## config.mk

```make
export PLATFORM = sky130hd
export DESIGN_NAME = lock_code_sender_flat
export DESIGN_NICKNAME = d
export VERILOG_FILES = /design/src/rtl/lock_code_sender_if.sv /design/src/rtl/lock_code_sender.sv /design/src/flat_wrapper.sv
export SDC_FILE = /design/constraint.sdc
export NUM_CORES = 1
export LEC_CHECK = 0
export BUFFER_PORTS_ARGS = -buffer_cell sky130_fd_sc_hd__buf_2
export CAP_MARGIN = 20
export CORE_MARGIN = 1.5
export CORE_UTILIZATION = 35
export CTS_CLUSTER_DIAMETER = 150
export DETAILED_ROUTE_END_ITERATION = 10
export PLACE_DENSITY = 0.57
export SYNTH_ARGS = -nofsm -noshare
export SYNTH_HDL_FRONTEND = slang
export SYNTH_SLANG_ARGS = --single-unit
```

## constraint.sdc

```tcl
create_clock -name clk -period 2.5 [get_ports clk]
set_input_delay 0.25 -clock clk [delete_from_list [all_inputs] [get_ports clk]]
set_output_delay 0.25 -clock clk [all_outputs]
set_load 0.005 [all_outputs]
```

## src/rtl/lock_code_sender_if.sv

```systemverilog
// rtl/lock_code_sender_if.sv - signal bundle between controller, code sender and lock
//
// Purpose : groups the request, serial-link, response and status signals of
//           lock_code_sender so they travel as one port.
// Signals : start, code[CODE_W]        request from the controller
//           openlock, alarm            responses from the lock
//           out, valid                 serial code bit toward the lock input
//           busy, granted, denied      status back to the controller
//           tries[$clog2(MAX_TRIES+1)] attempts started for the current request
// Modports: slave  - the code sender itself
//           master - the surrounding controller/lock environment
interface lock_code_sender_if #(
    parameter int CODE_W    = 8,
    parameter int MAX_TRIES = 3
);
    localparam int TRIES_W = $clog2(MAX_TRIES + 1);

    logic                start;
    logic [CODE_W-1:0]   code;
    logic                openlock;
    logic                alarm;
    logic                out;
    logic                valid;
    logic                busy;
    logic                granted;
    logic                denied;
    logic [TRIES_W-1:0]  tries;

    modport slave (
        input  start, code, openlock, alarm,
        output out, valid, busy, granted, denied, tries
    );

    modport master (
        output start, code, openlock, alarm,
        input  out, valid, busy, granted, denied, tries
    );
endinterface

```

## src/rtl/lock_code_sender.sv

```systemverilog
// rtl/lock_code_sender.sv - serial unlock-code transmitter with response window and retries
//
// Purpose : on start, latches a parallel code and shifts it out MSB first, one bit
//           per clock, then waits RESP_TIMEOUT cycles for openlock/alarm. A silent
//           lock triggers a resend from the latched copy, up to MAX_TRIES attempts.
//           A one-cycle granted/denied pulse reports the outcome.
// Ports   : clk  - system clock, rising edge
//           rst  - asynchronous active-low reset
//           bus  - lock_code_sender_if.slave (start, code, openlock, alarm in;
//                  out, valid, busy, granted, denied, tries out)
// Options : LOCK_SENDER_PARITY_EN - when defined, an even-parity bit (XOR of the
//           code) follows the code LSB, making each frame CODE_W+1 bits long.
// All outputs are registered.
module lock_code_sender #(
    parameter int CODE_W       = 8,
    parameter int MAX_TRIES    = 3,
    parameter int RESP_TIMEOUT = 4
) (
    input  logic              clk,
    input  logic              rst,
    lock_code_sender_if.slave bus
);
    localparam int TRIES_W = $clog2(MAX_TRIES + 1);
`ifdef LOCK_SENDER_PARITY_EN
    localparam int FRAME   = CODE_W + 1;
`else
    localparam int FRAME   = CODE_W;
`endif
    localparam int BIT_W   = $clog2(FRAME + 1);
    localparam int TMR_W   = $clog2(RESP_TIMEOUT + 1);

    typedef enum logic [1:0] {IDLE, SEND, WAIT, RESULT} state_t;

    state_t              state, state_n;

    logic [CODE_W-1:0]   shift_q, shift_n;
    logic [CODE_W-1:0]   code_lat_q, code_lat_n;
    logic [BIT_W-1:0]    bit_q, bit_n;
    logic [TMR_W-1:0]    timer_q, timer_n;
    logic [TRIES_W-1:0]  tries_q, tries_n;
    logic                out_q, out_n;
    logic                valid_q, valid_n;
    logic                busy_q, busy_n;
    logic                granted_q, granted_n;
    logic                denied_q, denied_n;

    // Events decided by the next-state logic and consumed by the datapath.
    logic                load, reload, grant_ev, deny_ev;

    // State register
    always_ff @(posedge clk or negedge rst) begin
        if (!rst) begin
            state <= IDLE;
        end else begin
            state <= state_n;
        end
    end

    // Next-state logic
    always_comb begin
        state_n  = state;
        load     = 1'b0;
        reload   = 1'b0;
        grant_ev = 1'b0;
        deny_ev  = 1'b0;
        case (state)
            IDLE: begin
                if (bus.start) begin
                    state_n = SEND;
                    load    = 1'b1;
                end
            end
            SEND: begin
                // Responses are not looked at while the frame is on the wire.
                if (bit_q == BIT_W'(FRAME - 1)) begin
                    state_n = WAIT;
                end
            end
            WAIT: begin
                if (bus.alarm) begin
                    state_n = RESULT;
                    deny_ev = 1'b1;
                end else if (bus.openlock) begin
                    state_n  = RESULT;
                    grant_ev = 1'b1;
                end else if (timer_q == TMR_W'(RESP_TIMEOUT - 1)) begin
                    if (tries_q < TRIES_W'(MAX_TRIES)) begin
                        state_n = SEND;
                        reload  = 1'b1;
                    end else begin
                        state_n = RESULT;
                        deny_ev = 1'b1;
                    end
                end
            end
            RESULT: begin
                state_n = IDLE;
            end
            default: begin
                state_n = IDLE;
            end
        endcase
    end

    // Output / datapath next values. Outputs are computed from the next state so
    // that their registered copies line up with the state they describe.
    always_comb begin
        shift_n    = shift_q;
        code_lat_n = code_lat_q;
        bit_n      = bit_q;
        timer_n    = timer_q;
        tries_n    = tries_q;

        if (load) begin
            shift_n    = bus.code;
            code_lat_n = bus.code;
            bit_n      = '0;
            tries_n    = TRIES_W'(1);
        end else if (reload) begin
            // Resend from the latched copy; the live code may have moved on.
            shift_n    = code_lat_q;
            bit_n      = '0;
            tries_n    = tries_q + TRIES_W'(1);
        end else if (state == SEND) begin
            shift_n = shift_q << 1;
            if (state_n == WAIT) begin
                bit_n   = '0;
                timer_n = '0;
            end else begin
                bit_n   = bit_q + BIT_W'(1);
            end
        end else if (state == WAIT) begin
            timer_n = timer_q + TMR_W'(1);
        end

        out_n = 1'b0;
        if (state_n == SEND) begin
            out_n = shift_n[CODE_W-1];
`ifdef LOCK_SENDER_PARITY_EN
            if (bit_n == BIT_W'(CODE_W)) begin
                out_n = ^code_lat_n;
            end
`endif
        end
        valid_n   = (state_n == SEND);
        busy_n    = (state_n != IDLE);
        granted_n = grant_ev;
        denied_n  = deny_ev;
    end

    // Datapath and output registers
    always_ff @(posedge clk or negedge rst) begin
        if (!rst) begin
            shift_q    <= '0;
            code_lat_q <= '0;
            bit_q      <= '0;
            timer_q    <= '0;
            tries_q    <= '0;
            out_q      <= 1'b0;
            valid_q    <= 1'b0;
            busy_q     <= 1'b0;
            granted_q  <= 1'b0;
            denied_q   <= 1'b0;
        end else begin
            shift_q    <= shift_n;
            code_lat_q <= code_lat_n;
            bit_q      <= bit_n;
            timer_q    <= timer_n;
            tries_q    <= tries_n;
            out_q      <= out_n;
            valid_q    <= valid_n;
            busy_q     <= busy_n;
            granted_q  <= granted_n;
            denied_q   <= denied_n;
        end
    end

    assign bus.out     = out_q;
    assign bus.valid   = valid_q;
    assign bus.busy    = busy_q;
    assign bus.granted = granted_q;
    assign bus.denied  = denied_q;
    assign bus.tries   = tries_q;
endmodule

```

## src/flat_wrapper.sv

```systemverilog
// flat-port wrapper written by rule: the top's interface ports become plain ports
module lock_code_sender_flat 
#(
    parameter int CODE_W       = 8,
    parameter int MAX_TRIES    = 3,
    parameter int RESP_TIMEOUT = 4
)
  (clk, rst, bus_start, bus_code, bus_openlock, bus_alarm, bus_out, bus_valid, bus_busy, bus_granted, bus_denied, bus_tries);
  lock_code_sender_if #(.CODE_W(CODE_W), .MAX_TRIES(MAX_TRIES)) bus_i ();
  input  logic clk;
  input  logic rst;
  input wire logic [$bits(bus_i.start)-1:0] bus_start;
  input wire logic [$bits(bus_i.code)-1:0] bus_code;
  input wire logic [$bits(bus_i.openlock)-1:0] bus_openlock;
  input wire logic [$bits(bus_i.alarm)-1:0] bus_alarm;
  output wire logic [$bits(bus_i.out)-1:0] bus_out;
  output wire logic [$bits(bus_i.valid)-1:0] bus_valid;
  output wire logic [$bits(bus_i.busy)-1:0] bus_busy;
  output wire logic [$bits(bus_i.granted)-1:0] bus_granted;
  output wire logic [$bits(bus_i.denied)-1:0] bus_denied;
  output wire logic [$bits(bus_i.tries)-1:0] bus_tries;
  assign bus_i.start = bus_start;
  assign bus_i.code = bus_code;
  assign bus_i.openlock = bus_openlock;
  assign bus_i.alarm = bus_alarm;
  assign bus_out = bus_i.out;
  assign bus_valid = bus_i.valid;
  assign bus_busy = bus_i.busy;
  assign bus_granted = bus_i.granted;
  assign bus_denied = bus_i.denied;
  assign bus_tries = bus_i.tries;
  lock_code_sender #(.CODE_W(CODE_W), .MAX_TRIES(MAX_TRIES), .RESP_TIMEOUT(RESP_TIMEOUT)) u_core (.clk(clk), .rst(rst), .bus(bus_i));
endmodule
```

==> results of run 1 <==
==> through the flow <==
stage	cells	utilization	power (uW)
global placement	204	0.395	1410
detailed placement	204	0.395	1430
CTS	212	0.418	1840
global route	212	0.418	1980
finish	212	0.418	1810
floorplan	138	-	1260
==> cell type report <==
| cell class | instances | area [sq um] | share of cell area |
|---|---|---|---|
| inverters | 7 | 26.3 | 0.0158 |
| clock buffers | 8 | 90.1 | 0.0543 |
| well taps | 50 | 62.6 | 0.0377 |
| repair buffers | 20 | 103 | 0.0618 |
| multi-input cells | 95 | 578 | 0.348 |
| flip-flops and latches | 32 | 801 | 0.482 |
==> where the power goes <==
group          switching, uW  total (uW)  leakage, uW  internal, uW
Combinational            339         592     0.000358           253
Sequential               112         825     0.000402           713
Clock                    173         397    0.0000455           224
==> worst max-delay path by stage <==
| stage | to | slack, ps | start | cells after the start |
|---|---|---|---|---|
| after detailed placement | u_core.bus.out$_DFF_PN0_ | 420 | u_core.timer_q[0]$_DFFE_PN0P_ | 6 |
| after global routing | u_core.bus.out$_DFF_PN0_ | 230 | u_core.timer_q[0]$_DFFE_PN0P_ | 6 |
| after floorplan | u_core.bus.tries[1]$_DFFE_PN0N_ | 800 | u_core.bus.tries[0]$_DFFE_PN0N_ | 6 |
| after CTS | u_core.bus.out$_DFF_PN0_ | 400 | u_core.timer_q[0]$_DFFE_PN0P_ | 6 |
| final | u_core.bus.out$_DFF_PN0_ | 390 | u_core.timer_q[0]$_DFFE_PN0P_ | 6 |
| after global placement | u_core.bus.out$_DFF_PN0_ | 490 | u_core.bus.tries[0]$_DFFE_PN0N_ | 5 |
==> cell usage after synthesis (all sizes together) <==
master	count
nor2	7
and2	3
xor2	1
a31oi	2
xnor2	1
nor4b	1
nor2b	2
dfrtp	32
and2b	1
nor3b	1
nand2	37
nand2b	2
or3	1
nor3	4
a22oi	1
inv	7
a211oi	4
o22ai	1
a22o	2
a222oi	5
a21oi	3
nand3	3
ha	4
o21ai	4
a21o	1
a21boi	1
mux2i	2
mux2	1
buf	4
==> critical path, cell delays in order, from the launching register on <==
cell,delay [ps]
dfrtp_1,370
ha_1,160
ha_1,200
nor4b_4,360
and2_1,500
a31oi_1,200
a211oi_2,240
==> state kept, by name (all words and copies together), names as in the netlist <==
name	cells
u_core.bus.out	1
u_core.timer_q	3
u_core.bus.tries	2
u_core.state	2
u_core.bus.granted	1
u_core.bus.valid	1
u_core.bit_q	4
u_core.code_lat_q	8
u_core.bus.busy	1
u_core.shift_q	8
u_core.bus.denied	1
==> logic make-up (layout without fill, tap and decap cells) <==
kind of cell	count (synthesis)	count (layout)	share of synthesized area
muxes	3	3	0.0219
and+or+nand+nor	62	62	0.207
xor gates and xnor gates	2	2	0.0123
adders and majority gates	4	4	0.0351
DFF	32	32	0.561
buffers and inverters	11	35	0.0333
AOI/OAI and AO/OA	24	24	0.129
==> layer usage <==
layer | part of all wire | routed length, microns | vias to the layer above | track usage
li1 | - | - | 518 | -
met1 | 0.47 | 1350 | 499 | 0.197
met2 | 0.46 | 1320 | 34 | 0.251
met3 | 0.063 | 183 | 5 | 0.0557
met4 | 0.012 | 35 | 0 | 0.0383
met5 | 0 | 0 | - | 0
==> impl_results.rst, run 1 <==
.. list-table::
   :header-rows: 1

   * - Metric
     - Value
   * - Worst path arrival time
     - approximately 2300 ps
   * - Number of clock sinks seen by CTS
     - 32
   * - Largest cells by area after synthesis
     - dfrtp_1 56%, nand2_1 9.7%, a222oi_1 3.5%
   * - Top library cells by usage in the layout, fill and taps aside
     - 37 x nand2_1, 32 x dfrtp_1, 19 x buf_2
   * - Initial standard-cell utilization of the core
     - 0.359
   * - Number of max-cap violations
     - 0
   * - Number of buffers created by CTS
     - 5
   * - Number of standard cells after synthesis
     - roughly 140
   * - Most common library cell in the layout ignoring fill and taps
     - nand2_1
   * - Max-slew violation total from the final report
     - 0
   * - Share of the synthesized area in the top cell type
     - 0.561
   * - Total nets after synthesis
     - between 150 and 200
   * - Core ar.
     - 0.00397 sq mm
   * - Static leakage power
     - approximately 0.00081 uW
   * - Floorplan die area
     - about 0.0045 sq mm
   * - TritonCTS clock tree
     - done
   * - Die height
     - ~67 microns
   * - Clock Root Buffer
     - clkbuf_8
   * - Crit Path Class
     - register to register
   * - HPWL reported at the end of detailed placement
     - 2.05 mm
   * - Critical R2R Capture
     - u_core.bus.out$_DFF_PN0_
   * - Final global-route overflow total
     - 0
   * - Post-placement setup slack
     - around 420 ps
   * - Cell area power density
     - 1090 mW/mm^2
   * - Flop2flop setup slack
     - slightly below 400 ps
   * - Max FO, Critical Path
     - 12
   * - WL per Instance
     - ~14 microns
   * - Status
     - complete, no violations
   * - Slack of the critical path
     - between 300 and 400 ps
   * - Resize count post-CTS
     - 0
   * - Area growth syn-to-layout
     - 16.4%
   * - Logic depth of the worst register-to-register path
     - 6
   * - Clock slew seen by the registers of the worst setup and hold paths
     - about 60 ps
   * - Number of vias after detailed routing
     - approximately 1100
   * - Register bit count reported by yosys
     - 32
   * - Largest net degree at the start of global routing
     - 33
   * - RSZ-0062 raised after global routing
     - false
   * - Maximum vdd ir drop
     - about 0.56 mV
   * - Summed instance area of the synthesized netlist
     - roughly 0.0014 sq mm
   * - Clock period minus worst slack
     - 2110 ps
   * - Count of different cell masters after synthesis
     - 35
   * - Die W
     - roughly 67 microns
   * - Count of buffers inserted at the top-level ports
     - 19
   * - Post-route DRC violation count
     - 0
   * - Detailed-route wire length
     - around 2.9 mm
   * - Mean area per synthesized cell
     - just over 10 sq um
   * - Clk_lat worst skew
     - ~280 ps
   * - Final period utilization
     - 0.843
   * - Wire length of the first global-routing pass
     - 5.10 mm
   * - Slew of the pin with the lowest slew margin
     - 693 ps
   * - Crit start category
     - register
   * - Total Neg Setup Slack
     - 0 ps
   * - # diodes
     - 0
   * - Initial antenna violation count
     - 0
   * - Post-synthesis cell type with the largest combined area
     - dfrtp_1
   * - Share of post-route cells with drive strength above 1
     - 0.204
   * - Maximum root-to-sink buffer count
     - 2
   * - Setup Buffers After CTS
     - 0
   * - Number of top-level pins
     - 20
   * - Rel. slew slack
     - 0.538
   * - Worst clock skew on the final layout
     - 2.79 ps
   * - Row Count
     - 23
   * - Overall fraction of global-route tracks in use
     - 0.155
   * - Finish-stage setup viols
     - 0
   * - Clock H-tree levels
     - 2
   * - Global placer's final weighted congestion
     - 0.779
   * - Share of the yosys chip area belonging to registers
     - 0.561
   * - Iteration count of the initial detailed-routing pass
     - 4
   * - Vias per std cell
     - 4.98
   * - Post-layout nets
     - approximately 180
   * - Post-Layout Inst Area
     - approximately 0.0017 sq mm
   * - Final ANT Viol Nets
     - 0
   * - Total of fill cells in the finished design
     - between 300 and 400
   * - Number of DRC markers after the initial detailed-route iteration
     - 36
   * - Worst path required time
     - 2690 ps
   * - Highest Clock Rate
     - between 400 and 500 MHz
   * - Critical path capture point type
     - register
   * - Worst hold slack
     - between 10 and 15 ps
   * - Number of global-route vias before repair
     - 1099
   * - Number of buffers added to fix hold violations after cts
     - 0
   * - Yosys Warn Count
     - 0
   * - Min-Delay Path Class
     - input port to asynchronous set/reset pin
   * - Instance area at placement
     - 0.00157 sq mm
   * - Worst reg2reg path startpoint
     - u_core.timer_q[0]$_DFFE_PN0P_
   * - Hold Fails Final Rpt
     - 0
Note: power is estimated with default switching activity, not from simulation.
==> run 2: changes to the inputs <==
PLACE_DENSITY = 0.59   (was 0.57)
clock period = 1.72 ns   (was 2.5 ns; I/O delays follow)
==> impl_results.rst, run 2 (synthesized netlist as in run 1, its figures left out) <==
.. list-table::
   :header-rows: 1

   * - Metric
     - Value
   * - Status
     - complete, no violations
   * - Highest Clock Rate
     - 598 MHz
   * - Post-Layout Inst Area
     - about 0.0019 sq mm
   * - Die W
     - 66.8 microns
   * - Number of vias after detailed routing
     - between 1000 and 1500
   * - Logic depth of the worst register-to-register path
     - 6
   * - TritonCTS clock tree
     - done
   * - Slew of the pin with the lowest slew margin
     - around 700 ps
   * - Worst clock skew on the final layout
     - around 2.8 ps
   * - Number of clock sinks seen by CTS
     - 32
   * - Global placer's final weighted congestion
     - around 0.73
   * - Crit start category
     - register
   * - Largest net degree at the start of global routing
     - 33
   * - Flop2flop setup slack
     - 50 ps
   * - Hold Fails Final Rpt
     - 0
   * - WHS Endpoint
     - u_core.code_lat_q[3]$_DFFE_PN0P_
   * - Critical R2R Capture
     - u_core.bit_q[0]$_DFFE_PN0P_
   * - Floorplan die area
     - ~0.0045 sq mm
   * - Clock slew seen by the registers of the worst setup and hold paths
     - around 60 ps
   * - Initial standard-cell utilization of the core
     - 0.359
   * - Final ANT Viol Nets
     - 0
   * - WL per Instance
     - around 13 microns
   * - Vias per std cell
     - roughly 5
   * - Area growth syn-to-layout
     - 30.4%
   * - Cell area power density
     - approximately 1500 mW/mm^2
   * - # diodes
     - 0
   * - Number of global-route vias before repair
     - between 1000 and 1500
   * - Number of top-level pins
     - 20
   * - Die height
     - roughly 67 microns
   * - Rel. slew slack
     - 0.532
   * - Number of DRC markers after the initial detailed-route iteration
     - between 50 and 60
   * - Finish-stage setup viols
     - 0
   * - Clk_lat worst skew
     - between 200 and 300 ps
   * - Worst hold path cell count
     - 3
   * - Worst path required time
     - between 1500 and 2000 ps
   * - Slack of the critical path
     - slightly below 50 ps
   * - Post-route DRC violation count
     - 0
   * - Crit Path Class
     - register to register
   * - Share of post-route cells with drive strength above 1
     - 0.330
   * - Instance area at placement
     - between 0.0015 and 0.002 sq mm
   * - Min-Delay Path Class
     - input port to register
   * - Clock Root Buffer
     - clkbuf_8
   * - Count of buffers inserted at the top-level ports
     - 19
   * - Final global-route overflow total
     - 0
   * - Final period utilization
     - 0.972
   * - Wire length of the first global-routing pass
     - roughly 5.2 mm
   * - Top library cells by usage in the layout, fill and taps aside
     - 37 x nand2_1, 32 x dfrtp_1, 19 x buf_2, 19 x buf_4, 7 x nor2_1
   * - Core ar.
     - about 0.0040 sq mm
   * - Clock H-tree levels
     - 2
   * - Max-slew violation total from the final report
     - 0
   * - Detailed-route wire length
     - between 2 and 3 mm
   * - Overall fraction of global-route tracks in use
     - 0.158
   * - Initial antenna violation count
     - 0
   * - Post-placement setup slack
     - -49.1 ps
   * - Iteration count of the initial detailed-routing pass
     - 5
   * - Clock period minus worst slack
     - around 1700 ps
   * - Row Count
     - 23
   * - RSZ-0062 raised after global routing
     - true
   * - Static leakage power
     - a little over 0.0009 uW
   * - Maximum vdd ir drop
     - ~0.69 mV
   * - Top Registers
     - u_core.code_lat_q x8, u_core.shift_q x8, u_core.bit_q x4
   * - Worst Min Path Start
     - bus_code[3]
   * - Critical path capture point type
     - register
   * - Number of max-cap violations
     - 0
   * - Post-layout nets
     - 198
   * - Worst path arrival time
     - roughly 1800 ps
   * - Number of buffers created by CTS
     - 5
   * - Max FO, Critical Path
     - 3
   * - Maximum root-to-sink buffer count
     - 2
   * - Worst reg2reg path startpoint
     - u_core.bus.tries[0]$_DFFE_PN0N_
   * - HPWL reported at the end of detailed placement
     - around 2.1 mm
   * - Most common library cell in the layout ignoring fill and taps
     - nand2_1
run 2: cell count changes in the layout (fill, tap and decap cells not counted), moves of 2 or more:
cell | previous run | this run
and2_4 | 0 | 2
buf_4 | 1 | 19
ha_1 | 4 | 1
ha_2 | 0 | 2
run 2: worst max path at each step:
stage	from	endpoint	slack [ps]	depth (start not counted)
4_1_cts	u_core.timer_q[0]$_DFFE_PN0P_	u_core.bus.out$_DFF_PN0_	2	8
2_1_floorplan	u_core.bus.tries[0]$_DFFE_PN0N_	u_core.bus.tries[1]$_DFFE_PN0N_	20	6
3_3_place_gp	u_core.timer_q[0]$_DFFE_PN0P_	u_core.bus.out$_DFF_PN0_	-2	6
3_5_place_dp	u_core.timer_q[0]$_DFFE_PN0P_	u_core.bus.out$_DFF_PN0_	-50	6
6_report	u_core.bus.tries[0]$_DFFE_PN0N_	u_core.bit_q[0]$_DFFE_PN0P_	50	6
5_1_grt	u_core.timer_q[0]$_DFFE_PN0P_	u_core.bit_q[0]$_DFFE_PN0P_	-40	7
run 2: cell type report:
class	instances	area, sq um
inverters	7	26.3
well taps	50	62.6
multi-input cells	95	622
flip-flops and latches	32	801
fillers	397	2110
repair buffers	40	259
clock buffers	8	90.1
run 2: per-layer routing:
metal / vias to the layer above / routed length, microns / track usage
li1: 559 / - / -
met1: 545 / 1390 / 0.189
met2: 26 / 1380 / 0.261
met3: 8 / 147 / 0.0490
met4: 0 / 56 / 0.0689
met5: - / 0 / 0
run 2: through the flow:
step | hold slack (ps) | setup TNS, ps | instances | util | power [uW]
2_1_floorplan | -124 | 0 | 138 | - | 1830
3_3_place_gp | 254 | -2.04 | 222 | 0.429 | 2180
4_1_cts | 85.0 | 0 | 231 | 0.457 | 2840
5_1_grt | 96.8 | -64.8 | 232 | 0.468 | 3080
6_report | 91.7 | 0 | 232 | 0.468 | 2850
3_5_place_dp | 266 | -63.3 | 222 | 0.429 | 2220
run 2: repair_timing:
| action | 4_1_cts | 5_1_grt |
|---|---|---|
| hold buffers | 1 | 0 |
| pin swaps | 1 | 6 |
| hold endpoints to repair | 32 | 0 |
| buffers inserted | 0 | 1 |
| cloned | 0 | 0 |
| setup endpoints to repair | 6 | 14 |
| gates resized for setup | 3 | 10 |
run 2: power by group:
| group | internal [uW] | switching, uW |
|---|---|---|
| clock network | 326 | 260 |
| logic | 536 | 535 |
| registers | 1040 | 160 |
run 2: worst max-delay path, cell delays in order, from the launching register on:
cell and delay [ps]:
dfrtp_1 380, ha_2 220, nor4b_4 310, buf_4 170, a211oi_2 60, buf_4 160
mux2_4 250
==> run 3: changes to the inputs <==
PLACE_DENSITY = 0.57   (was 0.59)
SKIP_CTS_REPAIR_TIMING = 1   (was not set)
clock period = 1.8 ns   (was 1.72 ns; I/O delays follow)
==> impl_results.rst, run 3 (synthesized netlist as in run 1, its figures left out) <==
.. list-table::
   :header-rows: 1

   * - Metric
     - Value
   * - Finish-stage setup viols
     - 0
   * - Failing checks
     - hold timing
   * - Number of clock sinks seen by CTS
     - 32
   * - Final period utilization
     - 0.969
   * - RSZ-0062 raised after global routing
     - true
   * - Number of instances in the placed design
     - 217
   * - Post-Layout Inst Area
     - roughly 0.0019 sq mm
   * - Detailed-route wire length
     - 3.16 mm
   * - Post-layout nets
     - 196
   * - Die height
     - about 67 microns
   * - Count of buffers inserted at the top-level ports
     - 19
   * - Maximum vdd ir drop
     - between 0.7 and 0.8 mV
   * - Total of fill cells in the finished design
     - 383
   * - Number of DRC markers after the initial detailed-route iteration
     - 39
   * - Worst path required time
     - 1980 ps
   * - Top library cells by usage in the layout, fill and taps aside
     - 37 x nand2_1, 32 x dfrtp_1, 19 x buf_2
   * - Critical path capture point type
     - register
   * - Slowest cell on the critical path
     - dfrtp_1
   * - Maximum root-to-sink buffer count
     - 2
   * - Top Registers
     - u_core.code_lat_q x8, u_core.shift_q x8, u_core.bit_q x4
   * - Worst clock skew on the final layout
     - around 1.6 ps
   * - Post-route DRC violation count
     - 0
   * - Final global-route overflow total
     - 0
   * - HPWL reported at the end of detailed placement
     - 2.22 mm
   * - Instance area at placement
     - roughly 0.0017 sq mm
   * - Cell-by-cell listing of the critical path
     - ha_4, ha_4, nor4b_4, and2_4, buf_6, mux2i_1, nor2_1
   * - Area of combinational cells with multiple inputs
     - 626 sq um
   * - Clk_lat worst skew
     - roughly 280 ps
   * - Area growth syn-to-layout
     - 32.5%
   * - Number of top-level pins
     - 20
   * - Cell area power density
     - about 1500 mW/mm^2
   * - Global placer's final weighted congestion
     - about 0.8
   * - Final ANT Viol Nets
     - 0
   * - Initial standard-cell utilization of the core
     - 0.359
   * - Initial antenna violation count
     - 0
   * - Clock H-tree levels
     - 2
   * - Wire length of the first global-routing pass
     - ~5.3 mm
   * - # diodes
     - 0
   * - Overall fraction of global-route tracks in use
     - 0.162
   * - Largest net degree at the start of global routing
     - 33
   * - Core ar.
     - 0.00397 sq mm
   * - Row Count
     - 23
   * - Number of standard cells in the layout, taps in and fillers out
     - 230
   * - Highest cell delay on the worst timing path
     - 410 ps
   * - Cell type with the highest occurrence count on the critical path
     - ha_4
   * - Area taken by flip-flops and latches
     - roughly 800 sq um
   * - Die W
     - approximately 67 microns
   * - Clock Root Buffer
     - clkbuf_8
   * - Clock slew seen by the registers of the worst setup and hold paths
     - roughly 70 ps
   * - Iteration count of the initial detailed-routing pass
     - 4
   * - Crit Path Class
     - register to register
   * - Worst path arrival time
     - roughly 1900 ps
   * - Number of global-route vias before repair
     - 1160
   * - Number of max-cap violations
     - 0
   * - Highest Clock Rate
     - around 570 MHz
   * - Number of vias after detailed routing
     - between 1000 and 1500
   * - Rel. slew slack
     - 0.520
   * - Status
     - complete, but fails checks
   * - Static leakage power
     - about 0.0009 uW
   * - Number of buffers created by CTS
     - 5
   * - Clock period minus worst slack
     - about 1700 ps
   * - Share of post-route cells with drive strength above 1
     - 0.322
   * - Vias per std cell
     - ~5
   * - Max-slew violation total from the final report
     - 0
   * - Most common library cell in the layout ignoring fill and taps
     - nand2_1
   * - TritonCTS clock tree
     - done
   * - Max FO, Critical Path
     - 5
   * - WL per Instance
     - around 14 microns
   * - Min-Delay Path Class
     - input port to asynchronous set/reset pin
   * - Worst hold slack
     - -52.6 ps
   * - Floorplan die area
     - between 0.004 and 0.005 sq mm
   * - Crit start category
     - register
   * - Slew of the pin with the lowest slew margin
     - 720 ps
   * - Hold Fails Final Rpt
     - 32
[run 3: layout make-up]
| type | instances | share of cell area |
|---|---|---|
| clock buffers | 7 | 0.0510 |
| clock inverters | 1 | 0.0159 |
| inverters | 7 | 0.0139 |
| multi-input cells | 95 | 0.331 |
| flip-flops and latches | 32 | 0.424 |
| well taps | 50 | 0.0331 |
| repair buffers | 38 | 0.132 |
[run 3: through the flow]
stage / worst slack (ps) / total power [uW] / utilization / setup TNS, ps / hold slack [ps]
2_1_floorplan: 101 / 1750 / - / 0 / -116
3_3_place_gp: 46.8 / 2080 / 0.420 / 0 / 275
3_5_place_dp: -21.4 / 2120 / 0.420 / -33.0 / 276
4_1_cts: -39.6 / 2880 / 0.452 / -125 / -29.3
5_1_grt: -35.8 / 3140 / 0.476 / -104 / 9.02
6_report: 55.6 / 2910 / 0.476 / 0 / -52.6
[run 3: power breakdown]
group / total (uW) / internal, uW / leakage [uW] / switching, uW
registers: 1150 / 990 / 0.000402 / 158
logic: 1010 / 504 / 0.000456 / 510
clock network: 753 / 488 / 0.0000645 / 265
total: 2910 / 1980 / 0.000922 / 932
[run 3: path summary, 6_finish.rpt]
kind | startpoint | endpoint | slack, ps | cells past startpoint
setup / recovery | u_core.timer_q[1]$_DFFE_PN0P_ | u_core.bus.tries[1]$_DFFE_PN0N_ | 60 | 7
hold / removal | rst | u_core.bus.granted$_DFF_PN0_ | -50 | 1
setup reg to reg | u_core.timer_q[1]$_DFFE_PN0P_ | u_core.bus.tries[1]$_DFFE_PN0N_ | 60 | 7
hold reg to reg | u_core.code_lat_q[3]$_DFFE_PN0P_ | u_core.code_lat_q[3]$_DFFE_PN0P_ | 480 | 2
max in group asynchronous | rst | u_core.code_lat_q[2]$_DFFE_PN0P_ | 1400 | 1
min in group clk | bus_code[0] | u_core.code_lat_q[0]$_DFFE_PN0P_ | 100 | 3
[run 3: worst max-delay path: cells and delay by family (launching register included)]
kind / cells / cell delay (ps)
and+or+nand+nor: 3 / 640
adders and majority gates: 2 / 300
DFF: 1 / 410
buffers and inverters: 1 / 100
muxes: 1 / 180
[run 3: per-layer routing]
metal	share of wire	global-route usage	up-vias
met5	0	0	-
met4	0.011	0.0689	0
met3	0.048	0.0473	5
met2	0.49	0.270	35
met1	0.45	0.193	560
li1	-	-	556
